File: src/rtl/ascii_dec_parser.sv
// rtl/ascii_dec_parser.sv - ASCII decimal line parser (optional signed parsing via PARSER_SIGN_EN)
module ascii_dec_parser #(
  parameter int WIDTH      = 8,
  parameter int MAX_DIGITS = 3
) (
  input  logic             clk,
  input  logic             reset,
  input  logic [7:0]       rx_data,
  input  logic             rx_valid,
  output logic [WIDTH-1:0] num_out,
  output logic             num_valid,
  output logic             num_error,
  output logic             busy
);

  // One spare bit above the WIDTH+4 accumulator so acc*10+9 never wraps.
  localparam int AW = WIDTH + 5;
  localparam int CW = $clog2(MAX_DIGITS + 1);
  localparam logic [CW-1:0] MAXD = CW'(MAX_DIGITS);
`ifdef PARSER_SIGN_EN
  localparam logic [AW-1:0] POS_MAX = (AW'(1) << (WIDTH - 1)) - AW'(1);
  localparam logic [AW-1:0] NEG_MAX = AW'(1) << (WIDTH - 1);
`else
  localparam logic [AW-1:0] UMAX = (AW'(1) << WIDTH) - AW'(1);
`endif

  typedef enum logic [1:0] {IDLE, ACCUM, DISCARD} state_t;

  state_t           state_q, state_d;
  logic [AW-2:0]    acc_q, acc_d;
  logic [CW-1:0]    cnt_q, cnt_d;
  logic [WIDTH-1:0] num_q, num_d;
  logic             valid_q, valid_d;
  logic             err_q, err_d;
`ifdef PARSER_SIGN_EN
  logic             neg_q, neg_d;
`endif

  logic          is_digit, is_term, is_space, over;
  logic [AW-1:0] acc_ext, acc_next;

  // Byte classification and the candidate accumulator value for a digit.
  always_comb begin
    is_digit = (rx_data >= 8'd48) && (rx_data <= 8'd57);
    is_term  = (rx_data == 8'd13) || (rx_data == 8'd10);
    is_space = (rx_data == 8'd32);
    acc_ext  = {1'b0, acc_q};
    acc_next = (acc_ext << 3) + (acc_ext << 1) + {{(AW-4){1'b0}}, rx_data[3:0]};
`ifdef PARSER_SIGN_EN
    over     = neg_q ? (acc_next > NEG_MAX) : (acc_next > POS_MAX);
`else
    over     = acc_next > UMAX;
`endif
  end

  // Next-state logic: only a strobed byte may change the line state.
  always_comb begin
    state_d = state_q;
    acc_d   = acc_q;
    cnt_d   = cnt_q;
    num_d   = num_q;
    valid_d = 1'b0;
    err_d   = 1'b0;
`ifdef PARSER_SIGN_EN
    neg_d   = neg_q;
`endif
    if (rx_valid) begin
      case (state_q)
        IDLE, ACCUM: begin
          if (is_digit) begin
            if ((cnt_q >= MAXD) || over) begin
              state_d = DISCARD;
            end else begin
              acc_d   = acc_next[AW-2:0];
              cnt_d   = cnt_q + CW'(1);
              state_d = ACCUM;
            end
          end else if (is_term) begin
            // A terminator in IDLE is an empty line or the LF of a CRLF pair.
            if (state_q == ACCUM) begin
              if (cnt_q != '0) begin
`ifdef PARSER_SIGN_EN
                num_d = neg_q ? (~acc_q[WIDTH-1:0] + WIDTH'(1)) : acc_q[WIDTH-1:0];
`else
                num_d = acc_q[WIDTH-1:0];
`endif
                valid_d = 1'b1;
              end else begin
                err_d = 1'b1;
              end
              state_d = IDLE;
              acc_d   = '0;
              cnt_d   = '0;
`ifdef PARSER_SIGN_EN
              neg_d   = 1'b0;
`endif
            end
          end else if (is_space) begin
            if (state_q == ACCUM) state_d = DISCARD;
          end
`ifdef PARSER_SIGN_EN
          else if ((rx_data == 8'd45) && (state_q == IDLE)) begin
            neg_d   = 1'b1;
            state_d = ACCUM;
          end
`endif
          else begin
            state_d = DISCARD;
          end
        end
        default: begin
          if (is_term) begin
            err_d   = 1'b1;
            state_d = IDLE;
            acc_d   = '0;
            cnt_d   = '0;
`ifdef PARSER_SIGN_EN
            neg_d   = 1'b0;
`endif
          end
        end
      endcase
    end
  end

  // State registers with asynchronous reset.
  always_ff @(posedge clk or posedge reset) begin
    if (reset) begin
      state_q <= IDLE;
      acc_q   <= '0;
      cnt_q   <= '0;
      num_q   <= '0;
      valid_q <= 1'b0;
      err_q   <= 1'b0;
`ifdef PARSER_SIGN_EN
      neg_q   <= 1'b0;
`endif
    end else begin
      state_q <= state_d;
      acc_q   <= acc_d;
      cnt_q   <= cnt_d;
      num_q   <= num_d;
      valid_q <= valid_d;
      err_q   <= err_d;
`ifdef PARSER_SIGN_EN
      neg_q   <= neg_d;
`endif
    end
  end

  // Output mapping.
  always_comb begin
    num_out   = num_q;
    num_valid = valid_q;
    num_error = err_q;
    busy      = (state_q != IDLE);
  end

endmodule

File: config.mk
export PLATFORM = sky130hd
export DESIGN_NAME = ascii_dec_parser
export DESIGN_NICKNAME = d
export VERILOG_FILES = /design/src/rtl/ascii_dec_parser.sv
export SDC_FILE = /design/constraint.sdc
export NUM_CORES = 1
export LEC_CHECK = 0
export CAP_MARGIN = 20
export CORE_ASPECT_RATIO = 2
export CORE_UTILIZATION = 40
export CTS_CLUSTER_DIAMETER = 30
export CTS_CLUSTER_SIZE = 16
export DETAILED_ROUTE_END_ITERATION = 6
export MAX_ROUTING_LAYER = met4
export SLEW_MARGIN = 20
export SYNTH_ARGS = -nofsm -noshare
export SYNTH_HDL_FRONTEND = slang
export SYNTH_SLANG_ARGS = --single-unit
File: constraint.sdc
create_clock -name clk -period 5.4 [get_ports clk]
set_clock_uncertainty 0.2 [all_clocks]
set_input_delay 1.08 -clock clk [delete_from_list [all_inputs] [get_ports clk]]
set_output_delay 1.08 -clock clk [all_outputs]
set_load 0.03 [all_outputs]
# == Word-level counts from Yosys, hierarchy flattened ==
# Cells that the tools add are included.
# totals
reg_bits,26
latchBits,0
mem_bits_rw,0
romBits,0
input_bits,11
out_inout_bits,11
elab_cells,65
n_memories,0
# op_classes
n_addsub,3
multipliers,0
div_mod_pow,0
n_lt_le_gt_ge,4
eq_ne,8
shifts,0
muxes,31
bitwise_logic,1
n_reduce_logical,12
# op_table
operator,n
12-bit 2-to-1 mux,6
2-bit 2-to-1 mux,12
"8-bit by 4-bit == test with 1-bit output, second input constant",2
13-bit adder,1
13-bit by 4-bit adder with 13-bit output,1
"13-bit by 8-bit greater-than comparator with 1-bit output, second input constant",1
1-bit 2-to-1 mux,13
"8-bit by 6-bit == test with 1-bit output, second input constant",1
"8-bit by 6-bit >= comparator with 1-bit output, second input constant",1
"8-bit by 6-bit less-or-equal comparator with 1-bit output, second input constant",1
"4-bit != test, second input constant",2
2-bit nonzero test,4
"3-bit != test, second input constant",2
6-bit AND reduction,1
5-bit AND reduction,1
4-bit AND reduction,1
"2-bit by 1-bit adder with 2-bit output, second input constant",1
"2-bit by 1-bit == test with 1-bit output, second input constant",1
"2-bit >= comparator, second input constant",1
2-bit logical NOT,1
1-bit logical OR,2
2-bit OR reduction,1
1-bit logical AND,1
1-bit inverter,1

# == Longest topological paths before layout ==
# Gate-level depths: netlist of run 1.
# logic_depth
depth_word,7
depth_mapped,13
ltp_nobuf,12

# == Least setup slack after synthesis of run 1 ==
# No wires, ideal clock.
# synth_path
path_type,input to register
from,in rx_data[3]
to,reg cnt_q[0]
setup_ns,0.126
arrival_time_ns,3.751
required_time_ns,5.074
path_slack_ns,1.323
cell_stages,11
path_buffers,0
path_cell_list,inv_1 > fa_1 > fa_1 > nand2b_1 > a21oi_1 > o31a_1 > nor3_1 > nand4bb_1 > a221o_1 > or2_1 > a221o_1
# synth_via
elab_chain_cells,5
elab_cells_between_ends,16
cone_classes,add/sub (1); order compare (3); eq/ne (4); mux (2); reduce/logical (6)
# synth_rtl
item,line_no,source
"start, declared",8,"input logic [7:0] rx_data,"
13-bit by 4-bit adder with 13-bit output,48,"acc_next = (acc_ext << 3) + (acc_ext << 1) + {{(AW-4){1'b0}}, rx_data[3:0]};"
13-bit by 8-bit greater-than comparator with 1-bit output,52,over = acc_next > UMAX;
1-bit logical OR,71,if ((cnt_q >= MAXD) || over) begin
3-bit != test (no line),n/a,
5-bit AND reduction (no line),n/a,
"end signal, assigned",141,cnt_q <= cnt_d;
"end, declared",31,"logic [CW-1:0] cnt_q, cnt_d;"
# Several ways; a longest one is shown, not always the timed one.
# A chain may end at the register's enable or synchronous reset.

# == Worst setup path after layout of run 1 ==
# layout_path
from,in rx_data[3]
to,reg acc_q[5]
# layout_via
elab_chain_cells,5
elab_cells_between_ends,17
cone_classes,add/sub (1); order compare (3); eq/ne (4); mux (3); reduce/logical (6)
# layout_rtl
item,line_no,source
13-bit by 4-bit adder with 13-bit output,48,
13-bit by 8-bit greater-than comparator with 1-bit output,52,
1-bit logical OR,71,
3-bit != test (no line),n/a,
5-bit AND reduction (no line),n/a,
"end signal, assigned",130,acc_q <= '0;
"end signal, assigned",140,acc_q <= acc_d;
"end, declared",30,"logic [AW-2:0] acc_q, acc_d;"
# Several ways; a longest one is shown, not always the timed one. The select of a mux whose other input is x is not followed.

==> results of run 1 <==
power by group through the flow:
stage          logic, mW  registers (mW)  clock network, mW
2_1_floorplan    0.00869           0.199                  0
3_3_place_gp      0.0201           0.199                  0
3_5_place_dp      0.0208           0.199                  0
4_1_cts           0.0208           0.196              0.117
5_1_grt           0.0233           0.196              0.121
6_report          0.0205           0.196              0.109
flip-flops by register name, summed over array words and instances (netlist names):
| signal | count |
|---|---|
| num_valid | 1 |
| acc_q | 12 |
| num_out | 8 |
| state_q | 2 |
| cnt_q | 2 |
| num_error | 1 |
worst max-delay path: stages:
cell             delay, ps
clkdlybuf4s50_1        500
inv_1                   80
fa_1                   530
fa_1                   460
nand2b_1               190
a21oi_1                230
o31a_1                 170
nor3_1                  50
nand4bb_1              190
a221o_1                410
nor3_1                 260
buf_4                  210
mux2i_1                210
layer usage:
| metal | share of wire | GRT usage |
|---|---|---|
| met1 | 0.39 | 0.195 |
| met2 | 0.56 | 0.351 |
| met3 | 0.016 | 0.0188 |
| met4 | 0.034 | 0.101 |
| met5 | 0 | - |
path summary, 6_finish.rpt:
kind | from | to | cells after the start
min in group asynchronous | reset | num_out[5]$_DFFE_PP0P_ | 2
max in group asynchronous | reset | acc_q[10]$_DFFE_PP0P_ | 2
max | rx_data[3] | acc_q[5]$_DFFE_PP0P_ | 13
max reg2reg | acc_q[2]$_DFFE_PP0P_ | acc_q[5]$_DFFE_PP0P_ | 12
min | num_out[5]$_DFFE_PP0P_ | num_out[5]$_DFFE_PP0P_ | 1
min reg2reg | num_out[5]$_DFFE_PP0P_ | num_out[5]$_DFFE_PP0P_ | 1
cell families (layout without fill, tap and decap cells):
| group | Yosys count | count (layout) | share of synthesized area |
|---|---|---|---|
| flip-flops | 26 | 26 | 0.355 |
| multiplexers | 16 | 16 | 0.0930 |
| AO/OA/AOI/OAI | 40 | 40 | 0.152 |
| buffers and inverters | 14 | 37 | 0.0308 |
| adder cells (fa/ha/maj) | 24 | 24 | 0.172 |
| AND/OR/NAND/NOR | 68 | 68 | 0.177 |
| XOR/XNOR | 4 | 4 | 0.0191 |
placed cells by master, fill, tap and decap left out, drive strengths merged, types with 4 or more instances in the layout:
| cell type | n |
|---|---|
| a21oi | 8 |
| nand2 | 25 |
| nand2b | 4 |
| mux2i | 8 |
| ha | 22 |
| inv | 11 |
| o21ai | 7 |
| clkdlybuf4s50 | 21 |
| or3 | 5 |
| mux2 | 8 |
| nor3 | 5 |
| o21a | 4 |
| nand3 | 4 |
| dfrtp | 26 |
| nor2 | 14 |
| a21boi | 5 |
area by class of cell:
type                    count  area (sq um)  share of cell area
clock buffers               3          41.3              0.0192
inverters                  11          41.3              0.0192
multi-input cells         152          1120               0.523
flip-flops and latches     26           651               0.303
well taps                  54          67.6              0.0314
repair buffers             23           225               0.105
==> flow_metrics.tcl, run 1 <==
set metrics [dict create \
    cts_made_buffers 3 \
    worst_ep_required_time_ps 5390 \
    worstSkewPairLatency_ps 270 \
    dr_total_vias 1510 \
    synthCells 192 \
    cap_violations 0 \
    clockBufferDepth 2 \
    cp_max_fo 5 \
    start_kind "input port" \
    ir_worst_vdd_mv 0.108 \
    first_iter_violations 25 \
    final_area_sq_mm 0.00215 \
    die_h_um 97.7 \
    cts-root-buf "clkbuf_8" \
    drt-pass1-iter-count 4 \
    die_area_sq_mm 0.00487 \
    fin_cells 269 \
    relSlewSlack 0.472 \
    ant_nets 0 \
    track_usage 0.193 \
    synthArstFlopShare 1.00 \
    rsz0062_at_grt "false" \
    netlist_area_sq_mm 0.00183 \
    cp.arrival_ps 4570 \
    diodes 0 \
    grt_max_degree 27 \
    yosysMostFrequentCell "dfrtp_1" \
    placed_area_sq_mm 0.00211 \
    hold_class "reg2reg" \
    combinationalPowerShare 0.063 \
    ys_top_cells_by_count "dfrtp_1, nand2_1, ha_1" \
    clkTransAtPathRegs_ps 90 \
    place_congestion 0.934 \
    critical_path_class "in2reg" \
    start_util 0.418 \
    whs_ps 313 \
    synth_top_area_cell "dfrtp_1" \
    tritoncts "yes" \
    synthDistinctLibCells 44 \
    syn_avg_cell_area_sq_um 9.53 \
    synth.area.top_cells "dfrtp_1, ha_1, nand2_1" \
    place_ws_ps 544 \
    yosysSeqAreaShare 0.355 \
    tns_ps 0 \
    drv_slew 0 \
    hold_viol_final 0 \
    drive_above_1_share 0.0837 \
    antenna_found_initial 0 \
    pin_count 22 \
    core_sq_mm 0.00438 \
    setup_viol 0 \
    grt_overflow 0 \
    timing.final.crit_share 0.849 \
    drc_errors 0 \
    vias_per_cell 5.61 \
    postCtsSetupBuffers 0 \
    grt_pass1_wl_mm 7.01 \
    yosys.area.top_type_share 0.355 \
    fin_crit_ps 4580 \
    htreeDepth 1 \
    place_inst 266 \
    wl_mm 4.17 \
    p_sw_mw 0.0710 \
    synth_flop_cell "dfrtp_1" \
    status "finished, final reports clean" \
    die_w_um 49.8 \
    fin_util 0.491 \
    area_delta_synth_final_pct 17.4 \
    p_seq_frac 0.601 \
    p_per_area_mw_per_mm2 151 \
    power.internal_mw 0.254 \
    nets 252 \
    postCtsResizedCells 0 \
    layout_setup_ws_ps 818 \
    dp_hpwl_mm 3.26 \
    first_global_vias 1597 \
    hold_buffers 0 \
    crit_path_end_kind "register" \
    fill_cells 416 \
    wl_per_cell_um 15.5 \
    pwr-share-clk 0.336 \
    tightest_slew_ps 789 \
    cts.sinks 26 \
    p_leak_nw 1.04 \
    synth_nets 227 \
    swShare 0.218 \
    ys_seq_elements 26 \
    io_buffers 21 \
    synth_edf_count 0 \
    rrSetupSlack_ps 1730 \
    fmax_mhz 218 \
    total_power_mw 0.325 \
    fp-row-count 34 \
    ys_warn_count 0 \
]
No activity file was read; power rests on OpenSTA's default activity.
==> run 2, diff against run 1 <==
- clock period: 5.4 -> 4.35 ns (I/O delays scaled with it)
==> run 2 against run 1 <==
Via count grew 7.0%. Non-clock buffer count grew 13. Cell count grew 5.2%. Flip-flop and latch count is the same. Worst hold slack is essentially flat. Clock-buffer cell count is the same. Clock power grew 88%. Routed wire length grew 11%. Global-route usage grew 1.5 points. First-iteration DRC count grew 20%. Largest cell class unchanged.
==> flow_metrics.tcl, run 2 (synthesis results as in run 1) <==
set metrics [dict create \
    start_kind "input port" \
    fin_util 0.523 \
    place_ws_ps -207 \
    tightest_slew_ps 562 \
    track_usage 0.208 \
    timing.final.crit_share 0.929 \
    drv_slew 0 \
    cts-root-buf "clkbuf_8" \
    hold_start "num_out[6]$_DFFE_PP0P_" \
    whs_ps 313 \
    clkTransAtPathRegs_ps 100 \
    hold_class "reg2reg" \
    reg2regPathDepth 13 \
    pin_count 22 \
    rr_endpoint "acc_q[0]$_DFFE_PP0P_" \
    diodes 0 \
    relSlewSlack 0.625 \
    ir_worst_vdd_mv 0.176 \
    slowest_delay_ps 430 \
    multi_input_area_sq_mm 0.00114 \
    fin_crit_ps 4040 \
    fill_cells 422 \
    setup_viol 0 \
    holdPathStages 1 \
    rrSetupSlack_ps 680 \
    p_leak_nw 1.13 \
    final_cell_mix "dfrtp_1, nand2_1, ha_1" \
    status "finished, final reports clean" \
    die_w_um 49.8 \
    crit_path_end_kind "register" \
    critical_path_buf_inv_count 4 \
    drt-pass1-iter-count 4 \
    rsz0062_at_grt "false" \
    first_iter_violations 30 \
    swShare 0.203 \
    hold_viol_final 0 \
    die_h_um 97.7 \
    worst_ep_required_time_ps 4350 \
    hold_buffers 0 \
    drc_errors 0 \
    wl_per_cell_um 16.3 \
    placed_area_sq_mm 0.00220 \
    min_delay_worst_endpoint "num_out[6]$_DFFE_PP0P_" \
    grt_pass1_wl_mm 7.45 \
    clockBufferDepth 2 \
    p_sw_mw 0.0964 \
    critPathTopFamily "buffers and inverters" \
    area_delta_synth_final_pct 25.3 \
    p_seq_frac 0.511 \
    drive_above_1_share 0.153 \
    dp_hpwl_mm 3.50 \
    grt_max_degree 27 \
    vias_per_cell 5.71 \
    regMostFlops "acc_q" \
    total_power_mw 0.475 \
    fp-row-count 34 \
    final_area_sq_mm 0.00229 \
    p_per_area_mw_per_mm2 207 \
    cp_max_fo 5 \
    ant_nets 0 \
    htreeDepth 1 \
    layout_commonest_cell "dfrtp_1" \
    die_area_sq_mm 0.00487 \
    place_congestion 0.890 \
    cts_made_buffers 3 \
    io_buffers 21 \
    fmax_mhz 247 \
    cp.arrival_ps 4040 \
    cts.sinks 26 \
    nets 265 \
    grt_overflow 0 \
    dr_total_vias 1616 \
    largest_reg_flops 12 \
    critical_path_class "in2reg" \
    layout_setup_ws_ps 308 \
    tritoncts "yes" \
    antenna_found_initial 0 \
    r2r-start "acc_q[2]$_DFFE_PP0P_" \
    core_sq_mm 0.00438 \
    cap_violations 0 \
    combinationalPowerShare 0.057 \
    crit_chain "clkdlybuf4s50_1 > ha_1 > ha_1 > inv_1 > fa_1 > nand2b_1 > a21oi_1 > buf_4 > o21a_1 > or3_1 > a221o_1 > nor3_2 > buf_4 > mux2i_1" \
    worstSkewPairLatency_ps 280 \
    power.internal_mw 0.379 \
    wl_mm 4.62 \
    regArea_sq_um 651 \
    start_util 0.418 \
    first_global_vias 1642 \
    pwr-share-clk 0.432 \
    cp_slowest_cell "clkdlybuf4s50_1" \
]
-- run 2: cell type report --
| cell class | count | share of cell area |
|---|---|---|
| Clock inverter | 1 | 0.0131 |
| Multi-Input combinational cell | 152 | 0.497 |
| Timing Repair Buffer | 36 | 0.141 |
| Sequential cell | 26 | 0.284 |
| Clock buffer | 3 | 0.0180 |
| Inverter | 11 | 0.0180 |
| Tap cell | 54 | 0.0295 |
-- run 2: how the worst max path moves through the flow --
stage,cells past startpoint,end,slack [ps],start
2_1_floorplan,11,cnt_q[0]$_DFFE_PP0P_,480,rx_data[3]
3_3_place_gp,13,acc_q[6]$_DFFE_PP0P_,-120,rx_data[3]
3_5_place_dp,14,acc_q[0]$_DFFE_PP0P_,-210,rx_data[3]
4_1_cts,14,acc_q[0]$_DFFE_PP0P_,90,rx_data[3]
5_1_grt,14,acc_q[1]$_DFFE_PP0P_,150,rx_data[2]
6_report,14,acc_q[0]$_DFFE_PP0P_,310,rx_data[2]
-- run 2: timing repair --
action | 4_1_cts | 5_1_grt
setup buffers | 0 | 0
endpoints found under the setup margin | 0 | 12
resized for setup | 0 | 6
-- run 2: power by group through the flow --
stage / Clock (mW) / Sequential (mW) / Combinational [mW]
5_1_grt: 0.219 / 0.243 / 0.0311
4_1_cts: 0.211 / 0.243 / 0.0278
3_5_place_dp: 0 / 0.248 / 0.0277
2_1_floorplan: 0 / 0.247 / 0.0108
3_3_place_gp: 0 / 0.248 / 0.0269
6_report: 0.205 / 0.243 / 0.0271
-- run 2: routing by layer --
metal  wire, um  part of all wire  global-route usage  up-vias
met5          0                 0                   -        -
met4        169             0.037               0.108        0
met3        159             0.034              0.0250       21
met2       2680              0.58               0.384       43
met1       1610              0.35               0.202      783
li1           -                 -                   -      769
-- run 2: metrics by stage --
step | std cells | TNS [ps]
finish | 283 | 0
global route | 283 | 0
CTS | 282 | 0
detailed placement | 278 | -1910
global placement | 278 | -1010
floorplan | 192 | 0
==> run 3, diff against run 2 <==
- clock period: 4.35 -> 4.7 ns (I/O delays scaled with it)
==> run 3 against run 2 <==
Via count fell by 5.2%. Die area unchanged. Global-route usage decreased by 1.3 points. Sequential power fell by 7%. Clock-buffer cell count did not move. First-iteration DRC count up 50%. Flip-flop and latch count did not move. Power fell by 7.4%. Cell count is 3.5% lower. Worst hold slack better by 1.2 ps. Critical endpoint is now acc_q[1]$_DFFE_PP0P_. Largest power group unchanged.
==> flow_metrics.tcl, run 3 (synthesis results as in run 1) <==
set metrics [dict create \
    cts.sinks 26 \
    p_sw_mw 0.0888 \
    vias_per_cell 5.61 \
    r2r-start "acc_q[2]$_DFFE_PP0P_" \
    wl_mm 4.20 \
    layout_setup_ws_ps 320 \
    nets 255 \
    regMostFlops "acc_q" \
    wl_per_cell_um 15.4 \
    status "finished, final reports clean" \
    setup_viol 0 \
    holdPathStages 1 \
    clockBufferDepth 2 \
    rsz0062_at_grt "false" \
    final_cell_mix "dfrtp_1, nand2_1, ha_1" \
    tritoncts "yes" \
    hold_viol_final 0 \
    slowest_delay_ps 530 \
    power.internal_mw 0.351 \
    grt_max_degree 27 \
    placed_area_sq_mm 0.00212 \
    drv_slew 0 \
    hold_start "num_out[5]$_DFFE_PP0P_" \
    dp_hpwl_mm 3.31 \
    fmax_mhz 228 \
    fin_cells 273 \
    place_congestion 0.930 \
    hold_buffers 0 \
    min_delay_worst_endpoint "num_out[5]$_DFFE_PP0P_" \
    die_area_sq_mm 0.00487 \
    core_sq_mm 0.00438 \
    postCtsSetupBuffers 0 \
    place_inst 268 \
    critPathTopFamily "adder cells" \
    layout_commonest_cell "dfrtp_1" \
    crit_chain "clkdlybuf4s50_1 > inv_1 > fa_1 > fa_1 > nand2b_1 > a21oi_1 > buf_4 > o21a_1 > o21ai_0 > a21oi_1 > o221ai_1 > nor3_1 > buf_4 > mux2i_1" \
    total_power_mw 0.440 \
    pin_count 22 \
    critical_path_buf_inv_count 4 \
    final_area_sq_mm 0.00222 \
    pwr-share-clk 0.430 \
    relSlewSlack 0.477 \
    combinationalPowerShare 0.059 \
    dr_total_vias 1532 \
    p_leak_nw 1.07 \
    drive_above_1_share 0.0959 \
    grt_pass1_wl_mm 7.07 \
    p_per_area_mw_per_mm2 198 \
    timing.final.crit_share 0.932 \
    worst_ep_required_time_ps 4700 \
    antenna_found_initial 0 \
    critical_path_class "in2reg" \
    place_ws_ps 57.5 \
    cts-root-buf "clkbuf_8" \
    whs_ps 314 \
    io_buffers 21 \
    crit_path_end_kind "register" \
    ant_nets 0 \
    tightest_slew_ps 781 \
    start_util 0.418 \
    drt-pass1-iter-count 4 \
    cp.arrival_ps 4380 \
    cp_slowest_cell "fa_1" \
    drc_errors 0 \
    start_kind "input port" \
    hold_class "reg2reg" \
    area_delta_synth_final_pct 21.4 \
    postCtsResizedCells 0 \
    largest_reg_flops 12 \
    fin_util 0.507 \
    track_usage 0.195 \
    tns_ps 0 \
    cap_violations 0 \
    swShare 0.202 \
    grt_overflow 0 \
    first_iter_violations 45 \
    clkTransAtPathRegs_ps 100 \
    first_global_vias 1577 \
    fin_crit_ps 4380 \
    p_seq_frac 0.511 \
    cp_max_fo 9 \
    rr_endpoint "acc_q[1]$_DFFE_PP0P_" \
    htreeDepth 1 \
    reg2regPathDepth 13 \
    fp-row-count 34 \
    worstSkewPairLatency_ps 270 \
    ir_worst_vdd_mv 0.205 \
    diodes 0 \
    die_h_um 97.7 \
    die_w_um 49.8 \
    cts_made_buffers 3 \
    rrSetupSlack_ps 1070 \
]
-- run 3: changes by cell type in the layout (fill, tap and decap cells not counted), sizes merged --
| cell | delta |
|---|---|
| inv | -1 |
| dlymetal6s2s | -1 |
| clkinv | +1 |
| clkdlybuf4s50 | +1 |
| buf | -10 |
-- run 3: layout make-up --
class,count,area (sq um)
Clock buffer,3,41.3
Clock inverter,1,30.0
Inverter,11,41.3
Sequential cell,26,651
Multi-Input combinational cell,152,1120
Timing Repair Buffer,26,268
Fill cell,406,2160
Tap cell,54,67.6
-- run 3: power by group through the flow --
| stage | clock network (mW) | registers (mW) | logic, mW |
|---|---|---|---|
| 2_1_floorplan | 0 | 0.229 | 0.00998 |
| 3_3_place_gp | 0 | 0.229 | 0.0228 |
| 3_5_place_dp | 0 | 0.229 | 0.0236 |
| 4_1_cts | 0.193 | 0.225 | 0.0236 |
| 5_1_grt | 0.203 | 0.225 | 0.0294 |
| 6_report | 0.189 | 0.225 | 0.0262 |
-- run 3: worst max-delay path by stage --
stage / startpoint / to / slack [ps] / depth (start not counted)
2_1_floorplan: rx_data[3] / cnt_q[0]$_DFFE_PP0P_ / 760 / 11
3_3_place_gp: rx_data[3] / cnt_q[0]$_DFFE_PP0P_ / 90 / 13
3_5_place_dp: rx_data[3] / acc_q[10]$_DFFE_PP0P_ / 60 / 13
4_1_cts: rx_data[3] / acc_q[10]$_DFFE_PP0P_ / 330 / 13
5_1_grt: rx_data[3] / acc_q[10]$_DFFE_PP0P_ / 90 / 13
6_report: rx_data[3] / acc_q[1]$_DFFE_PP0P_ / 320 / 14
-- run 3: layer usage --
layer / GRT usage / part of all wire
met5: - / 0
met4: 0.105 / 0.038
met3: 0.0141 / 0.020
met2: 0.339 / 0.55
met1: 0.214 / 0.39
